<file path="src/rtl/pru_cmd_pkg.sv">
// Shared definitions for the PRU command queue: word layout constants,
// default field widths, issue FSM states and the stored command type.
package pru_cmd_pkg;

    localparam int TAG_BIT   = 31;
    localparam int PAYLOAD_W = 31;

    localparam int DEF_DEPTH   = 4;
    localparam int DEF_COLOR_W = 2;
    localparam int DEF_ROW_W   = 10;
    localparam int DEF_COL_W   = 9;
    localparam int DEF_WIDTH_W = 10;
    localparam int DEF_HR_W    = 9;

    typedef enum logic [1:0] {
        IDLE      = 2'd0,
        ISSUE     = 2'd1,
        WAIT_DONE = 2'd2
    } issue_state_e;

    // A queued command keeps both raw payloads; fields are decoded at issue time.
    typedef struct packed {
        logic [PAYLOAD_W-1:0] wordA;
        logic [PAYLOAD_W-1:0] wordB;
    } cmd_t;

endpackage

</file>
<file path="src/rtl/pru_cmd_fifo.sv">
// Synchronous DEPTH-entry command FIFO with flush; pointers wrap modulo DEPTH.
module pru_cmd_fifo
    import pru_cmd_pkg::*;
#(
    parameter  int DEPTH = DEF_DEPTH,
    localparam int PTR_W = $clog2(DEPTH),
    localparam int CNT_W = PTR_W + 1
) (
    input  logic             clk,
    input  logic             rst_n,
    input  logic             push_i,
    input  logic             pop_i,
    input  logic             flush_i,
    input  cmd_t             data_i,
    output cmd_t             data_o,
    output logic             full_o,
    output logic             empty_o,
    output logic [CNT_W-1:0] count_o
);

    cmd_t             mem_q [DEPTH];
    logic [PTR_W-1:0] wrPtr_q, wrPtr_d;
    logic [PTR_W-1:0] rdPtr_q, rdPtr_d;
    logic [CNT_W-1:0] count_q, count_d;
    logic             doPush;
    logic             doPop;

    assign full_o  = (count_q == CNT_W'(DEPTH));
    assign empty_o = (count_q == '0);
    assign doPush  = push_i && !full_o && !flush_i;
    assign doPop   = pop_i && !empty_o && !flush_i;
    assign data_o  = mem_q[rdPtr_q];
    assign count_o = count_q;

    always_comb begin
        wrPtr_d = wrPtr_q;
        rdPtr_d = rdPtr_q;
        count_d = count_q;
        if (flush_i) begin
            wrPtr_d = '0;
            rdPtr_d = '0;
            count_d = '0;
        end else begin
            if (doPush) wrPtr_d = wrPtr_q + PTR_W'(1);
            if (doPop)  rdPtr_d = rdPtr_q + PTR_W'(1);
            if (doPush && !doPop)      count_d = count_q + CNT_W'(1);
            else if (doPop && !doPush) count_d = count_q - CNT_W'(1);
        end
    end

    always_ff @(posedge clk or negedge rst_n) begin
        if (!rst_n) begin
            wrPtr_q <= '0;
            rdPtr_q <= '0;
            count_q <= '0;
        end else begin
            wrPtr_q <= wrPtr_d;
            rdPtr_q <= rdPtr_d;
            count_q <= count_d;
        end
    end

    // Storage needs no reset: an entry is only read after it has been written.
    always_ff @(posedge clk) begin
        if (doPush) mem_q[wrPtr_q] <= data_i;
    end

endmodule

</file>
<file path="src/rtl/pru_cmd_queue.sv">
// Assembles two-word PRU commands, queues them, and issues one at a time
// to the PRU with a start pulse, holding the fields until pru_done.
module pru_cmd_queue
    import pru_cmd_pkg::*;
#(
    parameter  int DEPTH   = DEF_DEPTH,
    parameter  int COLOR_W = DEF_COLOR_W,
    parameter  int ROW_W   = DEF_ROW_W,
    parameter  int COL_W   = DEF_COL_W,
    parameter  int WIDTH_W = DEF_WIDTH_W,
    parameter  int HR_W    = DEF_HR_W,
    localparam int LVL_W   = $clog2(DEPTH) + 1
) (
    input  logic               clk,
    input  logic               rst_n,
    input  logic               wr_en,
    input  logic [31:0]        wr_data,
    output logic               wr_ready,
    input  logic               flush,
    input  logic               pru_busy,
    input  logic               pru_done,
    output logic               start,
    output logic [COLOR_W-1:0] color,
    output logic [ROW_W-1:0]   row,
    output logic [COL_W-1:0]   col,
    output logic [WIDTH_W-1:0] width,
    output logic [HR_W-1:0]    height_radius,
    output logic [1:0]         shape_select,
    output logic               subtract,
    output logic               color_load,
    output logic [LVL_W-1:0]   level,
    output logic               overflow,
    output logic               seq_err
);

    localparam int ROW_LSB = COLOR_W;
    localparam int COL_LSB = ROW_LSB + ROW_W;
    localparam int WID_LSB = COL_LSB + COL_W;
    localparam int A_USED  = WID_LSB + WIDTH_W;
    localparam int SHP_LSB = HR_W;
    localparam int SUB_BIT = HR_W + 2;
    localparam int CLD_BIT = HR_W + 3;
    localparam int B_USED  = HR_W + 4;

    logic                 accept;
    logic                 isWordB;
    logic                 push;
    logic                 loadOut;
    logic                 fifoFull;
    logic                 fifoEmpty;
    cmd_t                 pushCmd;
    cmd_t                 fifoHead;

    logic [PAYLOAD_W-1:0] pendingWord_q, pendingWord_d;
    logic                 pending_q, pending_d;
    logic                 overflow_q, overflow_d;
    logic                 seqErr_q, seqErr_d;
    logic                 start_q, start_d;
    issue_state_e         state_q, state_d;

    logic [COLOR_W-1:0]   color_q;
    logic [ROW_W-1:0]     row_q;
    logic [COL_W-1:0]     col_q;
    logic [WIDTH_W-1:0]   width_q;
    logic [HR_W-1:0]      hr_q;
    logic [1:0]           shape_q;
    logic                 subtract_q;
    logic                 colorLoad_q;

    assign wr_ready = !fifoFull;
    assign accept   = wr_en && wr_ready && !flush;
    assign isWordB  = wr_data[TAG_BIT];
    assign push     = accept && isWordB && pending_q;
    assign pushCmd  = '{wordA: pendingWord_q, wordB: wr_data[PAYLOAD_W-1:0]};

    pru_cmd_fifo #(
        .DEPTH (DEPTH)
    ) u_fifo (
        .clk     (clk),
        .rst_n   (rst_n),
        .push_i  (push),
        .pop_i   (loadOut),
        .flush_i (flush),
        .data_i  (pushCmd),
        .data_o  (fifoHead),
        .full_o  (fifoFull),
        .empty_o (fifoEmpty),
        .count_o (level)
    );

    // Word pairing: out-of-order words flag seq_err; flush discards everything.
    always_comb begin
        pendingWord_d = pendingWord_q;
        pending_d     = pending_q;
        overflow_d    = overflow_q;
        seqErr_d      = 1'b0;
        if (flush) begin
            pending_d  = 1'b0;
            overflow_d = 1'b0;
        end else begin
            if (wr_en && !wr_ready) overflow_d = 1'b1;
            if (accept) begin
                if (isWordB) begin
                    seqErr_d  = !pending_q;
                    pending_d = 1'b0;
                end else begin
                    seqErr_d      = pending_q;
                    pending_d     = 1'b1;
                    pendingWord_d = wr_data[PAYLOAD_W-1:0];
                end
            end
        end
    end

    always_ff @(posedge clk or negedge rst_n) begin
        if (!rst_n) begin
            pendingWord_q <= '0;
            pending_q     <= 1'b0;
            overflow_q    <= 1'b0;
            seqErr_q      <= 1'b0;
        end else begin
            pendingWord_q <= pendingWord_d;
            pending_q     <= pending_d;
            overflow_q    <= overflow_d;
            seqErr_q      <= seqErr_d;
        end
    end

    always_ff @(posedge clk or negedge rst_n) begin
        if (!rst_n) state_q <= IDLE;
        else        state_q <= state_d;
    end

    // An ISSUE entered just as a flush emptied the FIFO has nothing to send.
    always_comb begin
        state_d = state_q;
        unique case (state_q)
            IDLE:      if (level != '0 && !pru_busy) state_d = ISSUE;
            ISSUE:     state_d = fifoEmpty ? IDLE : WAIT_DONE;
            WAIT_DONE: if (pru_done) state_d = IDLE;
            default:   state_d = IDLE;
        endcase
    end

    always_comb begin
        loadOut = (state_q == ISSUE) && !fifoEmpty;
        start_d = loadOut;
    end

    always_ff @(posedge clk or negedge rst_n) begin
        if (!rst_n) begin
            start_q     <= 1'b0;
            color_q     <= '0;
            row_q       <= '0;
            col_q       <= '0;
            width_q     <= '0;
            hr_q        <= '0;
            shape_q     <= '0;
            subtract_q  <= 1'b0;
            colorLoad_q <= 1'b0;
        end else begin
            start_q <= start_d;
            if (loadOut) begin
                color_q     <= fifoHead.wordA[COLOR_W-1:0];
                row_q       <= fifoHead.wordA[ROW_LSB +: ROW_W];
                col_q       <= fifoHead.wordA[COL_LSB +: COL_W];
                width_q     <= fifoHead.wordA[WID_LSB +: WIDTH_W];
                hr_q        <= fifoHead.wordB[HR_W-1:0];
                shape_q     <= fifoHead.wordB[SHP_LSB +: 2];
                subtract_q  <= fifoHead.wordB[SUB_BIT];
                colorLoad_q <= fifoHead.wordB[CLD_BIT];
            end
        end
    end

    if (A_USED < PAYLOAD_W) begin : gUnusedA
        logic unusedA;
        assign unusedA = ^fifoHead.wordA[PAYLOAD_W-1:A_USED];
    end
    if (B_USED < PAYLOAD_W) begin : gUnusedB
        logic unusedB;
        assign unusedB = ^fifoHead.wordB[PAYLOAD_W-1:B_USED];
    end

    assign start         = start_q;
    assign color         = color_q;
    assign row           = row_q;
    assign col           = col_q;
    assign width         = width_q;
    assign height_radius = hr_q;
    assign shape_select  = shape_q;
    assign subtract      = subtract_q;
    assign color_load    = colorLoad_q;
    assign overflow      = overflow_q;
    assign seq_err       = seqErr_q;

endmodule

</file>
<file path="config.mk">
export PLATFORM = sky130hd
export DESIGN_NAME = pru_cmd_queue
export DESIGN_NICKNAME = d
export VERILOG_FILES = /design/src/rtl/pru_cmd_pkg.sv /design/src/rtl/pru_cmd_fifo.sv /design/src/rtl/pru_cmd_queue.sv
export SDC_FILE = /design/constraint.sdc
export NUM_CORES = 1
export LEC_CHECK = 0
export BUFFER_PORTS_ARGS = -buffer_cell sky130_fd_sc_hd__buf_4
export CORE_ASPECT_RATIO = 0.9
export CORE_MARGIN = 3
export CORE_UTILIZATION = 61
export CTS_CLUSTER_DIAMETER = 200
export CTS_CLUSTER_SIZE = 10
export DETAILED_ROUTE_END_ITERATION = 6
export HOLD_SLACK_MARGIN = 0.12
export PLACE_DENSITY = 0.8
export SLEW_MARGIN = 20
export SYNTH_ARGS = -nofsm -noshare
export SYNTH_HDL_FRONTEND = slang
export SYNTH_HIERARCHICAL = 1
export SYNTH_SLANG_ARGS = --single-unit
</file>
<file path="constraint.sdc">
create_clock -name clk -period 4.11 [get_ports clk]
set_input_delay 0 -clock clk [delete_from_list [all_inputs] [get_ports clk]]
set_output_delay 0 -clock clk [all_outputs]
set_load 0.005 [all_outputs]
</file>
==> qor.txt <==
Site Rows = 44
Total clock sinks = 264
Starting DRT DRC Count = 397
Setup tns final = 0 ns
Power Internal = 4.69 mW
Syn_area_per_cell = 21.3 um^2
All-Layer GR Usage = 21.2%
CTS clk-pin slew, worst paths = 0.06 ns
Vias/cell = 5.73
HP Class = in2reg
Antenna viol nets, final = 0
Multi-input gate area in the final layout = 0.00241 mm^2
First-pass GRT wire length = 29.8 mm
DR DRC count = 0
Die width = 142 um
Mapped cell area = 0.0101 mm^2
RSZ-0062 raised after global routing = false
Max_cap viols = 0
Status = finished, final reports clean
WL per Instance = 21.3 um
Power Density = 476 mW/mm^2
N_diodes = 0
Synth warn = 6
Total grt overflow = 0
CP required = 4.33 ns
Skew-Pair Late Insertion Delay = 0.53 ns
Final Critical Period = 3.41 ns
Worst vdd ir = 367 uV
CTS tree = yes
Final Hold Fails = 0
Die area = 0.0182 mm^2
Placed instance area = 0.0109 mm^2
Final period util = 83.0%
Worst-case clock buffer depth = 3
Sequential power share = 53.2%
CP max stage delay = 0.60 ns
Switching fraction of total power = 20.3%
CP bufs+invs = 2
Crit path DAT = 3.63 ns
Hold-fix buffer count after cts = 58
FILL cells = 863
Num CTS Buffers = 30
WL final = 18.4 mm
CP Launch Type = register
Fin. max-slew vios = 0
Port Buf Inserts = 88
Reg area = 0.00749 mm^2
Vias in the first global route = 5475
Fmax = 293 MHz
Post CTS Setup Buffer Count = 0
Worst Max-Slew Pin Slew = 0.936 ns
Slowest cell on crit path = and2_2
Layout cells sized above 1 = 39.6%
Cell chain of the critical path = nor3b_2 -> or3b_4 -> nor2_1 -> inv_1 -> nor3_1 -> and2_2 -> buf_4
Rel. slew slack = 37.6%
Ports = 89
Crit end category = register
Clock share of power = 40.1%
Starting Density = 62.5%
Resize count post-CTS = 0
Crit-path leading delay family = simple AND/OR/NAND/NOR gates
Clock skew = 0.0137 ns
H-tree depth = 1
Initial antenna violation count = 0
Root buf cell = clkbuf_16
Layout Nets = 678
Drt pass-1 iters = 4
Core Footprint = 0.0162 mm^2
Largest net degree at the start of global routing = 56
Die Y = 128 um
Vias = 4963
Cell count after synthesis = 475
Lkg Pwr = 4.62 nW
P&R area growth vs syn = 22.3%
Design area = 0.0124 mm^2
Part of the power in combinational logic = 6.7%
Setup Viol. Count Final = 0
CP Class = reg2reg
GPL Wtd Cong = 0.793
HPWL after DPL = 9.85 mm
Crit-path max FO = 21
Psw = 1.19 mW
Syn Nets = 518
## power by group through the flow
stage	registers (mW)	clock network (mW)	logic, mW
2_1_floorplan	3.15	0	0.154
3_3_place_gp	3.16	0	0.295
3_5_place_dp	3.18	0	0.307
4_1_cts	3.13	2.41	0.395
5_1_grt	3.15	2.53	0.425
6_report	3.13	2.36	0.393
## layer usage
metal | GRT usage [%] | up-vias | wire [um]
met4 | 6.21 | 0 | 491
met1 | 29.0 | 2577 | 7480
met3 | 3.69 | 37 | 1010
li1 | - | 2186 | -
met2 | 35.9 | 163 | 9450
met5 | 0 | - | 0
## final cells by class
| cell class | instances | area share (%) |
|---|---|---|
| sequential | 264 | 60.6 |
| timing repair buffer | 153 | 10.5 |
| clock buffer | 55 | 7.00 |
| multi-input combinational | 179 | 19.5 |
| inverter | 7 | 0.212 |
| tap | 207 | 2.09 |
| clock inverter | 1 | 0.0708 |
## placed cells by master, fill, tap and decap left out, types with 3 or more instances in the layout
cell type	count
mux4_2	44
mux2_4	30
clkbuf_1	24
nor2_1	13
ha_1	4
a21oi_1	4
buf_4	95
nor3_1	3
dlygate4sd3_1	57
inv_1	7
nand3b_1	3
clkbuf_16	31
and2_2	4
mux2_2	47
o21ai_0	3
dfrtp_1	86
edfxtp_1	176
## path summary, 6_finish.rpt
path | startpoint | endpoint | slack, ns | cells past startpoint
worst max-delay path | u_fifo/count_o[2]$_DFFE_PN0P_ | u_fifo/mem_q[3][54]$_DFFE_PP_ | 0.70 | 7
worst min-delay path | pru_busy | state_q[0]$_DFFE_PN0P_ | 0.18 | 3
worst max register to register | u_fifo/count_o[2]$_DFFE_PN0P_ | u_fifo/mem_q[3][54]$_DFFE_PP_ | 0.70 | 7
worst min register to register | state_q[0]$_DFFE_PN0P_ | state_q[0]$_DFFE_PN0P_ | 0.46 | 1
max in group asynchronous | rst_n | u_fifo/rdPtr_q[0]$_DFFE_PN0P_ | 2.80 | 4
min in group asynchronous | rst_n | pendingWord_q[6]$_DFFE_PN0P_ | 0.58 | 4
## flip-flops by register name (all words and copies together) (netlist names), 2 cells and up
register,count
shape_select,2
row,10
pendingWord_q,31
u_fifo/count_o,3
u_fifo/mem_q,176
col,9
color,2
height_radius,9
width,10
state_q,2
u_fifo/rdPtr_q,2
u_fifo/wrPtr_q,2
## worst reg2reg max path, cell delays in order, from the launching register on
cell	delay, ns
dfrtp_1	0.49
nor3b_2	0.28
or3b_4	0.45
nor2_1	0.34
inv_1	0.20
nor3_1	0.40
and2_2	0.60
buf_4	0.34
## through the flow
| stage | power, mW | util [%] | hold WS [ns] | std cells | setup slack, ns |
|---|---|---|---|---|---|
| after floorplan | 3.30 | - | -0.296 | 475 | 0.720 |
| after global placement | 3.46 | 67.3 | -0.0120 | 752 | 0.932 |
| after detailed placement | 3.49 | 67.3 | 0.00760 | 752 | 0.690 |
| after CTS | 5.93 | 76.4 | 0.157 | 866 | 0.698 |
| after global routing | 6.11 | 76.4 | 0.167 | 866 | 0.414 |
| final | 5.88 | 76.4 | 0.175 | 866 | 0.700 |
(Power assumes the default switching activity.)
